## config.mk

```make
export PLATFORM = sky130hd
export DESIGN_NAME = mem_arbiter
export DESIGN_NICKNAME = d
export VERILOG_FILES = /design/src/rtl/mem_arbiter_pkg.sv /design/src/rtl/mem_arbiter.sv
export SDC_FILE = /design/constraint.sdc
export NUM_CORES = 1
export LEC_CHECK = 0
export CORE_MARGIN = 2
export CORE_UTILIZATION = 43
export CTS_CLUSTER_DIAMETER = 150
export DETAILED_ROUTE_END_ITERATION = 6
export GPL_TIMING_DRIVEN = 0
export HOLD_SLACK_MARGIN = 0.1
export PLACE_DENSITY = 0.95
export SYNTH_ARGS = -nofsm -noshare
export SYNTH_HDL_FRONTEND = slang
export SYNTH_SLANG_ARGS = --single-unit
```

## constraint.sdc

```tcl
create_clock -name clk -period 4.7 [get_ports clk]
set_input_delay 0.47 -clock clk [delete_from_list [all_inputs] [get_ports clk]]
set_output_delay 0.47 -clock clk [all_outputs]
set_load 0.005 [all_outputs]
```

## src/rtl/mem_arbiter_pkg.sv

```systemverilog
// Shared definitions for the memory arbiter: FSM state encoding, requester
// IDs, the latched request record and the round-robin pick function.
package mem_arbiter_pkg;

    typedef enum logic {
        ST_IDLE = 1'b0,
        ST_BUSY = 1'b1
    } arb_state_t;

    typedef enum logic {
        REQ_CPU    = 1'b0,
        REQ_LOADER = 1'b1
    } req_id_t;

    // One memory access as presented to the memory port.
    typedef struct packed {
        logic        we;
        logic [31:0] addr;
        logic [31:0] wdata;
        logic [2:0]  strb;
    } mem_cmd_t;

    // A lone requester always wins; on a tie the requester that was not
    // granted last wins. With no request at all the result is unused.
    function automatic req_id_t pick_winner(input logic    cpu_req,
                                            input logic    ldr_req,
                                            input req_id_t last_grant);
        if (cpu_req && ldr_req) begin
            return (last_grant == REQ_CPU) ? REQ_LOADER : REQ_CPU;
        end else if (ldr_req) begin
            return REQ_LOADER;
        end else begin
            return REQ_CPU;
        end
    endfunction

endpackage

```

## src/rtl/mem_arbiter.sv

```systemverilog
// Two-requester memory arbiter (CPU datapath and loader/debug port) in front
// of a single-outstanding memory. Round-robin grant, latched request fields,
// registered completion pulses and an 8-bit BUSY timeout that aborts an
// access whose ack never arrives.
module mem_arbiter
    import mem_arbiter_pkg::*;
#(
    parameter int unsigned TIMEOUT = 255
) (
    input  logic        clk,
    input  logic        reset,
    // CPU side
    input  logic        c_req,
    input  logic        c_we,
    input  logic [31:0] c_addr,
    input  logic [31:0] c_wdata,
    input  logic [2:0]  c_strb,
    output logic        c_valid,
    // loader side
    input  logic        l_req,
    input  logic        l_we,
    input  logic [31:0] l_addr,
    input  logic [31:0] l_wdata,
    input  logic [2:0]  l_strb,
    output logic        l_valid,
    // completion data shared by both requesters
    output logic [31:0] rdata,
    output logic        err,
    // memory side
    output logic        mem_req,
    output logic        mem_we,
    output logic [31:0] mem_addr,
    output logic [31:0] mem_wdata,
    output logic [2:0]  mem_strb,
    input  logic        mem_ack,
    input  logic [31:0] mem_rdata
);

    localparam logic [7:0] TIMEOUT_CNT = 8'(TIMEOUT);

    arb_state_t  r_state;
    req_id_t     r_last_grant;   // also the owner of the access in flight
    mem_cmd_t    r_cmd;
    logic [7:0]  r_busy_cnt;
    logic        r_mem_req;
    logic        r_c_valid;
    logic        r_l_valid;
    logic [31:0] r_rdata;
    logic        r_err;

    logic        w_any_req;
    req_id_t     w_winner;
    mem_cmd_t    w_sel_cmd;
    logic [7:0]  w_cnt_next;

    assign w_any_req  = c_req | l_req;
    assign w_cnt_next = r_busy_cnt + 8'd1;

    // Pick the grant winner and mux its request fields.
    always_comb begin
        // NOTE: every output of a combinational block gets a default first so
        // no path through the block can leave it unassigned and infer a latch.
        w_winner  = pick_winner(c_req, l_req, r_last_grant);
        w_sel_cmd = '{we: c_we, addr: c_addr, wdata: c_wdata, strb: c_strb};
        if (w_winner == REQ_LOADER) begin
            w_sel_cmd = '{we: l_we, addr: l_addr, wdata: l_wdata, strb: l_strb};
        end
    end

    // Arbiter FSM: grant in IDLE, wait for ack or timeout in BUSY.
    always_ff @(posedge clk) begin
        // NOTE: sequential state uses non-blocking assignments so every
        // register samples the pre-edge values of the others.
        if (reset) begin
            r_state      <= ST_IDLE;
            r_last_grant <= REQ_LOADER;
            r_cmd        <= '0;
            r_busy_cnt   <= 8'd0;
            r_mem_req    <= 1'b0;
            r_c_valid    <= 1'b0;
            r_l_valid    <= 1'b0;
            r_rdata      <= 32'd0;
            r_err        <= 1'b0;
        end else begin
            // Completion pulses last exactly one cycle.
            r_c_valid <= 1'b0;
            r_l_valid <= 1'b0;

            case (r_state)
                ST_IDLE: begin
                    // A stray mem_ack here is deliberately ignored.
                    r_busy_cnt <= 8'd0;
                    if (w_any_req) begin
                        r_cmd        <= w_sel_cmd;
                        r_last_grant <= w_winner;
                        r_mem_req    <= 1'b1;
                        r_state      <= ST_BUSY;
                    end
                end

                ST_BUSY: begin
                    if (mem_ack) begin
                        // Ack wins even in the cycle the timeout would fire.
                        r_mem_req <= 1'b0;
                        r_rdata   <= r_cmd.we ? 32'd0 : mem_rdata;
                        r_err     <= 1'b0;
                        r_c_valid <= (r_last_grant == REQ_CPU);
                        r_l_valid <= (r_last_grant == REQ_LOADER);
                        r_state   <= ST_IDLE;
                    end else if (w_cnt_next == TIMEOUT_CNT) begin
                        r_mem_req <= 1'b0;
                        r_rdata   <= 32'd0;
                        r_err     <= 1'b1;
                        r_c_valid <= (r_last_grant == REQ_CPU);
                        r_l_valid <= (r_last_grant == REQ_LOADER);
                        r_state   <= ST_IDLE;
                    end else begin
                        r_busy_cnt <= w_cnt_next;
                    end
                end

                default: r_state <= ST_IDLE;
            endcase
        end
    end

    assign c_valid   = r_c_valid;
    assign l_valid   = r_l_valid;
    assign rdata     = r_rdata;
    assign err       = r_err;
    assign mem_req   = r_mem_req;
    assign mem_we    = r_cmd.we;
    assign mem_addr  = r_cmd.addr;
    assign mem_wdata = r_cmd.wdata;
    assign mem_strb  = r_cmd.strb;

endmodule

```

; Word level (Yosys, flattened, before mapping)
; Index checks and enable logic that the tools add are counted.
[classes]
add_sub_neg = 1
eq_ne = 5
n_mux = 24
n_bitwise = 3
reduce_logical = 7
[ops]
columns = cell, n
row1 = 32-bit two-way mux, 3
row2 = 68-bit two-way mux, 1
row3 = 8-bit two-way mux, 2
row4 = 8-bit one-hot mux with 2 select lines, 1
row5 = 1-bit two-way mux, 15
row6 = "8-bit by 1-bit adder with 8-bit output, second input constant", 1
row7 = "8-bit == test, second input constant", 1
row8 = 2-bit AND reduction, 4
row9 = "2-bit inequality test, second input constant", 3
row10 = 1-bit one-hot mux with 2 select lines, 2
row11 = "3-bit by 2-bit inequality test with 1-bit output, second input constant", 1
row12 = 1-bit inverter, 2
row13 = 2-bit nonzero test, 1
row14 = 2-bit OR reduction, 1
row15 = 1-bit logical AND, 1
row16 = 1-bit bitwise OR, 1
[word_totals]
reg_bits = 114
in_bits = 173
out_inout_bits = 104
wordCells = 52

; Depth between registers and ports, before layout
; Gate-level depths: netlist (run 1).
[logic_depth]
word_depth = 5
ltp_mapped = 8
depth_no_buf = 6

; Worst setup path after synthesis (run 1)
; Ideal clock, no wire load.
[synth_path]
path_kind = reg2reg
startpoint = register r_busy_cnt[0]
endpoint = register r_rdata[10], in the netlist rdata[10]
setup_ns = 0.157
t_arrival_ns = 1.780
required_time_ns = 4.543
path_slack_ns = 2.763
stages_incl_launch_ff = 9
n_path_buf = 2
cell_sequence = dfxtp_1 ha_1 and3b_1 nand4b_1 a32oi_2 a21o_1 buf_6 buf_12 a311oi_2
[synth_between]
elab_chain_len = 4
[synth_rtl]
columns = element, line_no
row1 = "start, declared", mem_arbiter.sv:44  ; logic [7:0] r_busy_cnt;
row2 = "start signal, assigned", mem_arbiter.sv:118  ; r_busy_cnt <= w_cnt_next;
row3 = 8-bit by 1-bit adder with 8-bit output, mem_arbiter.sv:57  ; assign w_cnt_next = r_busy_cnt + 8'd1;
row4 = 8-bit == test, mem_arbiter.sv:110  ; end else if (w_cnt_next == TIMEOUT_CNT) begin
row5 = 2-bit nonzero test (no source line), n/a
row6 = 2-bit AND reduction (no source line), n/a
row7 = "end signal, assigned", mem_arbiter.sv:105  ; r_rdata <= r_cmd.we ? 32'd0 : mem_rdata;
row8 = "end, declared", mem_arbiter.sv:48  ; logic [31:0] r_rdata;
; Every way passes these cells.
; A chain may end at the register's enable or synchronous reset.

; Worst setup path in the final report (run 1)
[layout_path]
startpoint = input port mem_ack
endpoint = register r_rdata[25], in the netlist rdata[25]
[layout_between]
elab_chain_len = 2
elab_cells_between_ends = 3
cone_classes = 1 x mux / 2 x reduce/logical
[layout_rtl]
columns = element, line_no
row1 = "start, declared", mem_arbiter.sv:35  ; input logic mem_ack,
row2 = 2-bit nonzero test (no source line), n/a
row3 = 2-bit AND reduction (no source line), n/a
; Several ways; a longest one is shown, not always the timed one.

==> results of run 1 <==
per-stage QoR:
stage	util [%]	setup WS, ns
floorplan	-	2.76
global placement	68.4	2.11
detailed placement	68.4	2.07
CTS	73.4	2.40
global route	73.4	2.28
finish	73.4	2.44
state kept, by name, indices dropped and copies added, names as in the netlist:
signal,cells
r_state,1
mem_wdata,32
mem_req,1
mem_addr,32
l_valid,1
mem_strb,3
c_valid,1
rdata,32
err,1
r_last_grant,1
mem_we,1
r_busy_cnt,8
where the power goes:
part / internal, mW / switching (mW) / total [mW]
Combinational: 0.373 / 0.283 / 0.656
Sequential: 1.05 / 0.0446 / 1.09
Clock: 0.803 / 0.479 / 1.28
Total: 2.23 / 0.806 / 3.03
cells in the final DEF (no fill, tap or decap), types with 17 or more instances in the layout:
| cell type | count |
|---|---|
| a21oi_1 | 40 |
| a211oi_1 | 69 |
| a311oi_2 | 28 |
| clkdlybuf4s50_1 | 276 |
| nand2_1 | 42 |
| dfxtp_1 | 114 |
| clkbuf_16 | 17 |
| nor2_1 | 73 |
| clkbuf_1 | 36 |
| mux2i_1 | 70 |
area by class of cell:
class                      count  area [um2]
fill                         864        3170
timing repair buffer         276        2760
multi-input combinational    367        2630
sequential                   114        2280
clock buffer                  19         443
buffer                        50         265
tap                          147         184
clock inverter                13         149
inverter                       5        18.8
routing by layer:
layer / GRT usage [%] / wire [um]
met5: 0 / 0
met4: 9.43 / 397
met3: 6.00 / 1080
met2: 45.4 / 8530
met1: 29.9 / 6860
worst max path at each step:
stage / start / end / slack [ns]
2_1_floorplan: r_busy_cnt[0] / rdata[10] / 2.76
3_3_place_gp: mem_ack / rdata[26] / 2.11
3_5_place_dp: mem_ack / rdata[0] / 2.07
4_1_cts: mem_ack / rdata[25] / 2.40
5_1_grt: mem_ack / rdata[25] / 2.28
6_report: mem_ack / rdata[25] / 2.44
cells by family after synthesis:
kind of cell    after synthesis  share of synthesized area, %
compound gates              158                          25.2
simple gates                135                          11.1
flops                       114                          43.9
mux                          70                          13.5
buf+inv                      55                          5.46
xor+xnor                      2                         0.337
fa+ha+maj                     2                         0.481
critical path: stages:
cell and delay [ns]:
clkdlybuf4s50_1 0.60, nand2_1 0.08, nor2_1 0.49, clkbuf_1 0.46, a21oi_1 0.18, a311oi_2 0.28
==> run_results.csv, run 1 <==
group,metric,value,unit
clock_network,root_buffer,"clkbuf_16",
clock_network,cts_htree_levels,4,
placement,io_buffers,276,
setup_path,cp-start-kind,"primary input",
setup_path,worstSetupEndpointType,"flip-flop",
sta,finalSetupViolCount,0,
sta,timing.fmax,442,MHz
yosys,ys.warnings.count,0,
final_layout,drive_above_1_share,9.00,%
sta,timing.hold.ws,0.497,ns
global_routing,grt.overflow.total,0,
floorplan,die_area,13000,um2
final_layout,final_area,8740,um2
power_and_ir_drop,max-vdd-ir-drop,0.000222,V
setup_path,reg2regPathDepth,8,
route,avgViaCountPerCell,5.27,
global_routing,grt_start_max_net_pins,17,
yosys,postSynthCellCount,536,
route,wl,16900,um
power_and_ir_drop,p_leak,3.14,nW
yosys,post-synth-top-area-cell,"dfxtp_1",
setup_path,r2r-end,"rdata[25]",
yosys,synth_top_area_share,43.9,%
sta,maxSlewViolCount,0,
placement,dp_cells,959,
yosys,synth_commonest_cells,"dfxtp_1 (114), nor2_1 (73), mux2i_1 (70)",
power_and_ir_drop,totalPowerFinal,3.03,mW
sta,slew_headroom,50.6,%
clock_network,clockBufferDepth,2,
clock_network,clkTransAtPathRegs,0.06,ns
yosys,ys_ff_latch,114,
run_status,outcome,"complete, no violations",
worst_hold_path,min_from,"mem_addr[9]",
sta,hold_viol,0,
final_layout,n_antenna_cell,0,
route,wire_per_inst,17.0,um
global_routing,grt_pass1_vias,5120,
sta,final.min_clock_period,2.26,ns
floorplan,rows,40,
final_layout,finalNetCount,1006,
clock_network,cts_hold_buf,0,
sta,post-route-period-util,48.1,%
route,dr.pass1.iters,4,
flow_run,maxCapViolCount,0,
worst_hold_path,hold_path_end,"mem_addr[9]",
sta,tightest_slew,0.741,ns
global_routing,grt.total_usage,25.6,%
floorplan,fp.coreArea,11900,um2
setup_path,reg2reg_from,"r_busy_cnt[0]",
floorplan,die_w,114,um
yosys,synthTopCellsByArea,"dfxtp_1 (44%), mux2i_1 (13%), a211oi_1 (10%), a311oi_2 (8.1%), nor2_1 (5.3%)",
route,ant_nets,0,
sta,grt_setup_unrepaired,"no",
setup_path,crit_arrival,2.56,ns
floorplan,start_util,43.7,%
setup_path,cp_max_fo,10,
clock_network,clock_latency,0.40,ns
setup_path,ff2ff_setup_slack,2.49,ns
setup_path,cp.required,5.00,ns
placement,place_hpwl,13100,um
clock_network,cts_tree,"built",
yosys,netlist_area,5200,um2
global_routing,grt_pass1_wl,26100,um
clock_network,cts_sinks,114,
yosys,yosysMostFrequentCell,"dfxtp_1",
final_layout,area_growth,68.0,%
yosys,yosys_most_used_dff,"dfxtp_1",
worst_hold_path,min_path_type,"reg2reg",
floorplan,pin_count,277,
placement,routabilityCongestion,0.857,
clock_network,cts.repair.resized,0,
yosys,synth_cell_types,40,
route,drtIter0Drc,279,
setup_path,crit_type,"in2reg",
yosys,ys_seq_area_share,43.9,%
clock_network,post_cts_buffers,0,
yosys,synth_edf_count,0,
yosys,synthArstFlopShare,0,%
placement,post_dp_cell_area,8150,um2
yosys,synth_fp_nets,711,
final_layout,stdcell_count,991,
route,route.detailed.drc,0,
sta,fin_skew,0.0121,ns
sta,setup_tns,0,ns
yosys,avgSynthCellArea,9.70,um2
global_routing,antenna_found_initial,0,
worst_hold_path,hold_depth,2,
floorplan,die_y,114,um
route,vias,5219,
clock_network,numCtsBuffers,17,
power_and_ir_drop,p_per_area,347,nW/um2
No activity file was read; power rests on OpenSTA's default activity.
==> run 2, diff against run 1 <==
--- a/config.mk
+++ b/config.mk
@@ -6,12 +6,12 @@
 export NUM_CORES = 1
 export LEC_CHECK = 0
 export CORE_MARGIN = 2
-export CORE_UTILIZATION = 43
+export CORE_UTILIZATION = 36
 export CTS_CLUSTER_DIAMETER = 150
 export DETAILED_ROUTE_END_ITERATION = 6
 export GPL_TIMING_DRIVEN = 0
 export HOLD_SLACK_MARGIN = 0.1
-export PLACE_DENSITY = 0.95
+export PLACE_DENSITY = 0.86
 export SYNTH_ARGS = -nofsm -noshare
 export SYNTH_HDL_FRONTEND = slang
 export SYNTH_SLANG_ARGS = --single-unit
==> constraint.sdc (replaced) <==
create_clock -name clk -period 1.85 [get_ports clk]
set_input_delay 0.185 -clock clk [delete_from_list [all_inputs] [get_ports clk]]
set_output_delay 0.185 -clock clk [all_outputs]
set_load 0.005 [all_outputs]
==> run 2 against run 1 <==
  * The flow now finishes with violations (setup timing)
  * Largest cell class unchanged
  * Power grew to 2.6 times the previous value
  * Clock skew shrank 0.0033 ns
  * Setup slack got worse by 2.6 ns
  * Register-to-register slack lost 2.6 ns
  * Critical endpoint is now rdata[31]
==> run_results.csv, run 2 (synthesis results as in run 1) <==
group,metric,value,unit
power_and_ir_drop,power_frac_comb,21.2,%
setup_path,worstSetupEndpointType,"flip-flop",
sta,timing.fmax,506,MHz
floorplan,die_w,124,um
final_layout,stdcell_count,1041,
worst_hold_path,min_path_type,"in2reg",
route,dr.pass1.iters,4,
clock_network,numCtsBuffers,17,
setup_path,cp.required,2.10,ns
global_routing,grt_pass1_wl,25700,um
floorplan,die_area,15400,um2
power_and_ir_drop,power.share.clock,44.0,%
setup_path,cp_max_fo,6,
clock_network,cts_tree,"built",
setup_path,cp-start-kind,"flip-flop",
floorplan,rows,43,
global_routing,grt.overflow.total,0,
setup_path,r2r-end,"rdata[31]",
worst_hold_path,hold_path_end,"rdata[0]",
setup_path,crit_arrival,2.22,ns
final_layout,final_common_cell,"clkdlybuf4s50_1",
final_layout,area_growth,74.7,%
clock_network,cts_sinks,114,
route,wl,17700,um
run_status,outcome,"finished, violations left",
placement,routabilityCongestion,0.800,
sta,final.min_clock_period,1.98,ns
sta,tightest_slew,0.761,ns
route,drtIter0Drc,205,
global_routing,grt_pass1_vias,5100,
floorplan,fp.coreArea,14000,um2
power_and_ir_drop,internal-power,5.96,mW
worst_hold_path,min_from,"mem_rdata[0]",
setup_path,path_cells,"ha_4, and3b_1, nand4b_1, a32oi_4, a21o_1, buf_6, buf_12, buf_4, a311oi_2",
setup_path,crit_slowest_cell,"dfxtp_4",
clock_network,clockBufferDepth,2,
placement,dp_cells,992,
clock_network,cts_htree_levels,4,
route,vias,5280,
clock_network,root_buffer,"clkbuf_16",
route,ant_nets,0,
route,route.detailed.drc,0,
power_and_ir_drop,max-vdd-ir-drop,0.000577,V
setup_path,cp_top_family,"compound AO/OA/AOI/OAI gates",
setup_path,slowest_delay,0.35,ns
power_and_ir_drop,power_switching,2.02,mW
worst_hold_path,hold_depth,3,
power_and_ir_drop,p_per_area,879,nW/um2
sta,finalSetupViolCount,33,
sta,post-route-period-util,107,%
power_and_ir_drop,seqPwrFrac,34.8,%
final_layout,drive_above_1_share,12.7,%
flow_run,maxCapViolCount,0,
clock_network,clock_latency,0.41,ns
floorplan,pin_count,277,
clock_network,cts_hold_buf,0,
global_routing,antenna_found_initial,1,
sta,fin_skew,0.00881,ns
sta,slew_headroom,49.3,%
setup_path,reg2reg_from,"r_busy_cnt[1]",
sta,maxSlewViolCount,0,
global_routing,grt.total_usage,21.9,%
setup_path,crit_type,"reg2reg",
floorplan,die_y,124,um
run_status,violations,"setup timing",
route,wire_per_inst,17.0,um
sta,setup_tns,-2.17,ns
setup_path,ff2ff_setup_slack,-0.13,ns
sta,worst_slack,-0.126,ns
clock_network,clkTransAtPathRegs,0.06,ns
power_and_ir_drop,p_leak,3.27,nW
setup_path,reg2regPathDepth,9,
floorplan,start_util,37.2,%
global_routing,grt_start_max_net_pins,17,
placement,io_buffers,276,
power_and_ir_drop,swShare,25.3,%
sta,grt_setup_unrepaired,"yes",
placement,place_hpwl,13200,um
sta,hold_viol,0,
final_layout,finalNetCount,1022,
route,avgViaCountPerCell,5.07,
final_layout,mostFrequentLayoutCells,"clkdlybuf4s50_1 (276), dfxtp_1 (112), nor2_1 (72)",
setup_path,worst-path-buf-inv,3,
power_and_ir_drop,totalPowerFinal,7.99,mW
==> run 2: changes by cell type in the layout (fill, tap and decap cells not counted), moves of 3 or more <==
cell,previous run,this run
buf_4,4,14
buf_6,1,6
a311oi_1,4,1
clkbuf_2,0,6
clkbuf_1,36,30
inv_6,5,1
a311oi_2,28,31
==> run 2: worst max path at each step <==
stage / from / endpoint / slack, ns / cells after the start
after CTS: r_busy_cnt[1] / rdata[26] / -0.08 / 9
final: r_busy_cnt[1] / rdata[31] / -0.13 / 9
after global placement: l_req / mem_addr[30] / -0.48 / 7
after detailed placement: l_req / mem_addr[30] / -0.53 / 7
after floorplan: r_busy_cnt[1] / rdata[10] / 0.006 / 8
after global routing: r_busy_cnt[1] / rdata[26] / -0.20 / 9
==> run 2: timing repair <==
action                                 CTS  global route
buffers inserted                        13             3
endpoints found under the hold margin    0             0
resized for setup                       13            20
setup endpoints to repair               69            42
pin swaps                                5             7
cloned                                   1             0
==> run 2: routing by layer <==
metal / up-vias / share of wire (%) / global-route usage [%]
li1: 2611 / - / -
met1: 2427 / 38 / 23.2
met2: 214 / 52 / 39.7
met3: 28 / 8.2 / 7.74
met4: 0 / 1.8 / 7.72
met5: - / 0 / 0
==> run 2: per-stage QoR <==
stage	setup WS, ns	hold slack (ns)	util (%)	cell area (um2)
2_1_floorplan	0.00600	0.286	-	5200
6_report	-0.126	0.405	64.9	9080
3_3_place_gp	-0.479	0.485	58.6	8190
4_1_cts	-0.0827	0.374	64.5	9030
5_1_grt	-0.198	0.406	64.9	9080
3_5_place_dp	-0.529	0.490	58.6	8190
==> run 2: power groups by stage <==
stage | clock, mW | sequential (mW) | combinational, mW
finish | 3.51 | 2.78 | 1.69
global placement | 0 | 2.82 | 1.64
detailed placement | 0 | 2.83 | 1.66
floorplan | 0 | 2.84 | 0.662
global route | 3.66 | 2.80 | 1.82
CTS | 3.56 | 2.78 | 1.70
==> run 2: worst register-to-register path: cells and delay by family, from the launching register on <==
family,cells,cell delay [ns]
AND/OR/NAND/NOR,2,0.39
buffers and inverters,3,0.37
adder cells (fa/ha/maj),1,0.16
AO/OA/AOI/OAI,3,0.55
flip-flops,1,0.35
==> run 2: cell type report <==
cell class                 instances  area, um2
buffer                            50        275
clock inverter                    12        180
multi-input combinational        367       2710
clock buffer                      20        457
inverter                           5       18.8
sequential                       114       2290
fill                            1121       4910
tap                              180        225
timing repair buffer             292       2930
antenna                            1       2.50
==> run 3, diff against run 2 <==
--- a/config.mk
+++ b/config.mk
@@ -6,12 +6,13 @@
 export NUM_CORES = 1
 export LEC_CHECK = 0
 export CORE_MARGIN = 2
-export CORE_UTILIZATION = 36
+export CORE_UTILIZATION = 40
 export CTS_CLUSTER_DIAMETER = 150
+export CTS_CLUSTER_SIZE = 28
 export DETAILED_ROUTE_END_ITERATION = 6
 export GPL_TIMING_DRIVEN = 0
 export HOLD_SLACK_MARGIN = 0.1
-export PLACE_DENSITY = 0.86
+export PLACE_DENSITY = 0.9
 export SYNTH_ARGS = -nofsm -noshare
 export SYNTH_HDL_FRONTEND = slang
 export SYNTH_SLANG_ARGS = --single-unit
==> constraint.sdc (replaced) <==
create_clock -name clk -period 2.2 [get_ports clk]
set_input_delay 0.22 -clock clk [delete_from_list [all_inputs] [get_ports clk]]
set_output_delay 0.22 -clock clk [all_outputs]
set_load 0.005 [all_outputs]
==> run 3 against run 2 <==
  * The flow now finishes without violations
  * Clock power fell by 14%
  * Non-clock buffer count fell by 16
  * Critical path type unchanged
  * Sequential share of layout area rose by 0.57 points
  * Clock-buffer cell count rose by 1
  * Largest power group unchanged
  * Critical endpoint is now l_valid
==> run_results.csv, run 3 (synthesis results as in run 1) <==
group,metric,value,unit
floorplan,pin_count,277,
sta,tightest_slew,0.743,ns
route,wire_per_inst,17.2,um
final_layout,register_area,2280,um2
setup_path,crit_slowest_cell,"dfxtp_2",
sta,slew_headroom,50.5,%
run_status,outcome,"complete, no violations",
setup_path,cp_max_fo,10,
setup_path,ff2ff_setup_slack,0.12,ns
flow_run,maxCapViolCount,0,
setup_path,reg2reg_from,"r_busy_cnt[1]",
clock_network,cts_tree,"built",
final_layout,final_common_cell,"clkdlybuf4s50_1",
floorplan,fp.coreArea,12700,um2
power_and_ir_drop,totalPowerFinal,6.75,mW
final_layout,drive_above_1_share,9.61,%
final_layout,finalNetCount,1006,
global_routing,grt_pass1_wl,27700,um
setup_path,endpoint,"l_valid",
sta,final.min_clock_period,2.08,ns
final_layout,mostFrequentLayoutCells,"clkdlybuf4s50_1 (276), dfxtp_1 (112), nor2_1 (73)",
final_layout,fillers,983,
setup_path,cp-start-kind,"flip-flop",
global_routing,grt.total_usage,24.9,%
floorplan,start_util,41.0,%
clock_network,clkTransAtPathRegs,0.05,ns
clock_network,post_cts_buffers,0,
setup_path,reg2regPathDepth,8,
setup_path,slowest_delay,0.37,ns
power_and_ir_drop,max-vdd-ir-drop,0.000433,V
setup_path,r2r-end,"l_valid",
route,dr.pass1.iters,4,
clock_network,numCtsBuffers,17,
clock_network,clock_latency,0.41,ns
sta,maxSlewViolCount,0,
sta,grt_setup_unrepaired,"no",
power_and_ir_drop,p_leak,3.17,nW
global_routing,grt_start_max_net_pins,17,
placement,io_buffers,276,
sta,fin_skew,0.00604,ns
sta,post-route-period-util,94.6,%
clock_network,cts_htree_levels,4,
final_layout,n_antenna_cell,0,
placement,dp_cells,984,
power_and_ir_drop,p_per_area,761,nW/um2
placement,post_dp_cell_area,8180,um2
global_routing,grt.overflow.total,0,
setup_path,critPathLaunch,"r_busy_cnt[1]",
floorplan,die_w,118,um
final_layout,final_area,8860,um2
final_layout,multi_input_area,2670,um2
route,route.detailed.drc,0,
sta,setup_tns,0,ns
floorplan,die_y,118,um
placement,place_hpwl,13200,um
global_routing,antenna_found_initial,0,
sta,timing.fmax,480,MHz
setup_path,cp.required,2.53,ns
setup_path,worstSetupEndpointType,"flip-flop",
clock_network,cts_hold_buf,0,
final_layout,area_growth,70.5,%
setup_path,crit_type,"reg2reg",
clock_network,cts_sinks,114,
setup_path,crit_arrival,2.42,ns
route,ant_nets,0,
route,drtIter0Drc,299,
placement,routabilityCongestion,0.840,
route,wl,17500,um
floorplan,rows,41,
floorplan,die_area,13900,um2
clock_network,root_buffer,"clkbuf_16",
worst_hold_path,min_path_type,"in2reg",
sta,hold_viol,0,
route,avgViaCountPerCell,5.19,
sta,finalSetupViolCount,0,
final_layout,utilization,70.0,%
global_routing,grt_pass1_vias,5268,
setup_path,path_cells,"ha_4, and3b_2, nand4b_1, a32oi_4, a21o_1, buf_6, buf_12, and3_1",
route,vias,5272,
clock_network,clockBufferDepth,2,
final_layout,stdcell_count,1015,
## run 3: how the worst min path moves through the flow
stage	startpoint	endpoint	slack, ns	cells after the start
finish	mem_rdata[1]	rdata[1]	0.44	3
global route	mem_rdata[1]	rdata[1]	0.44	3
CTS	mem_rdata[1]	rdata[1]	0.42	3
detailed placement	mem_wdata[7]	mem_wdata[7]	0.49	2
global placement	mem_wdata[1]	mem_wdata[1]	0.49	2
floorplan	mem_ack	err	0.32	1
## run 3: power breakdown
| part | leakage (nW) | switching, mW | total, mW | internal [mW] |
|---|---|---|---|---|
| Clock | 0.315 | 0.921 | 3.01 | 2.09 |
| Combinational | 1.91 | 0.599 | 1.40 | 0.798 |
| Sequential | 0.940 | 0.0985 | 2.34 | 2.25 |
## run 3: timing repair
item | CTS | global route
pin swaps | 1 | 3
gates resized for setup | 2 | 6
endpoints found under the setup margin | 25 | 52
## run 3: final cells by class
type | instances | area share (%)
Buffer | 50 | 2.99
Clock buffer | 21 | 5.31
Clock inverter | 10 | 2.03
Inverter | 5 | 0.212
Multi-Input combinational cell | 367 | 30.1
Sequential cell | 114 | 25.8
Tap cell | 172 | 2.43
Timing Repair Buffer | 276 | 31.2
## run 3: stage by stage
step / setup slack (ns) / hold WS (ns)
2_1_floorplan: 0.263 / 0.321
3_3_place_gp: -0.370 / 0.485
3_5_place_dp: -0.350 / 0.490
4_1_cts: 0.00927 / 0.422
5_1_grt: 0.00745 / 0.440
6_report: 0.119 / 0.439
## run 3: critical path: cells and delay by family, from the launching register on
kind                       cells  cell delay (ns)
buffers and inverters          2             0.30
DFF                            1             0.37
and+or+nand+nor                3             0.62
AOI/OAI and AO/OA              2             0.52
adders and majority gates      1             0.20
## run 3: metal layers
layer / vias up / share of wire, % / track usage (%)
li1: 2580 / - / -
met1: 2453 / 40 / 27.8
met2: 215 / 52 / 45.0
met3: 24 / 6.3 / 7.22
met4: 0 / 2.0 / 8.58
met5: - / 0 / 0
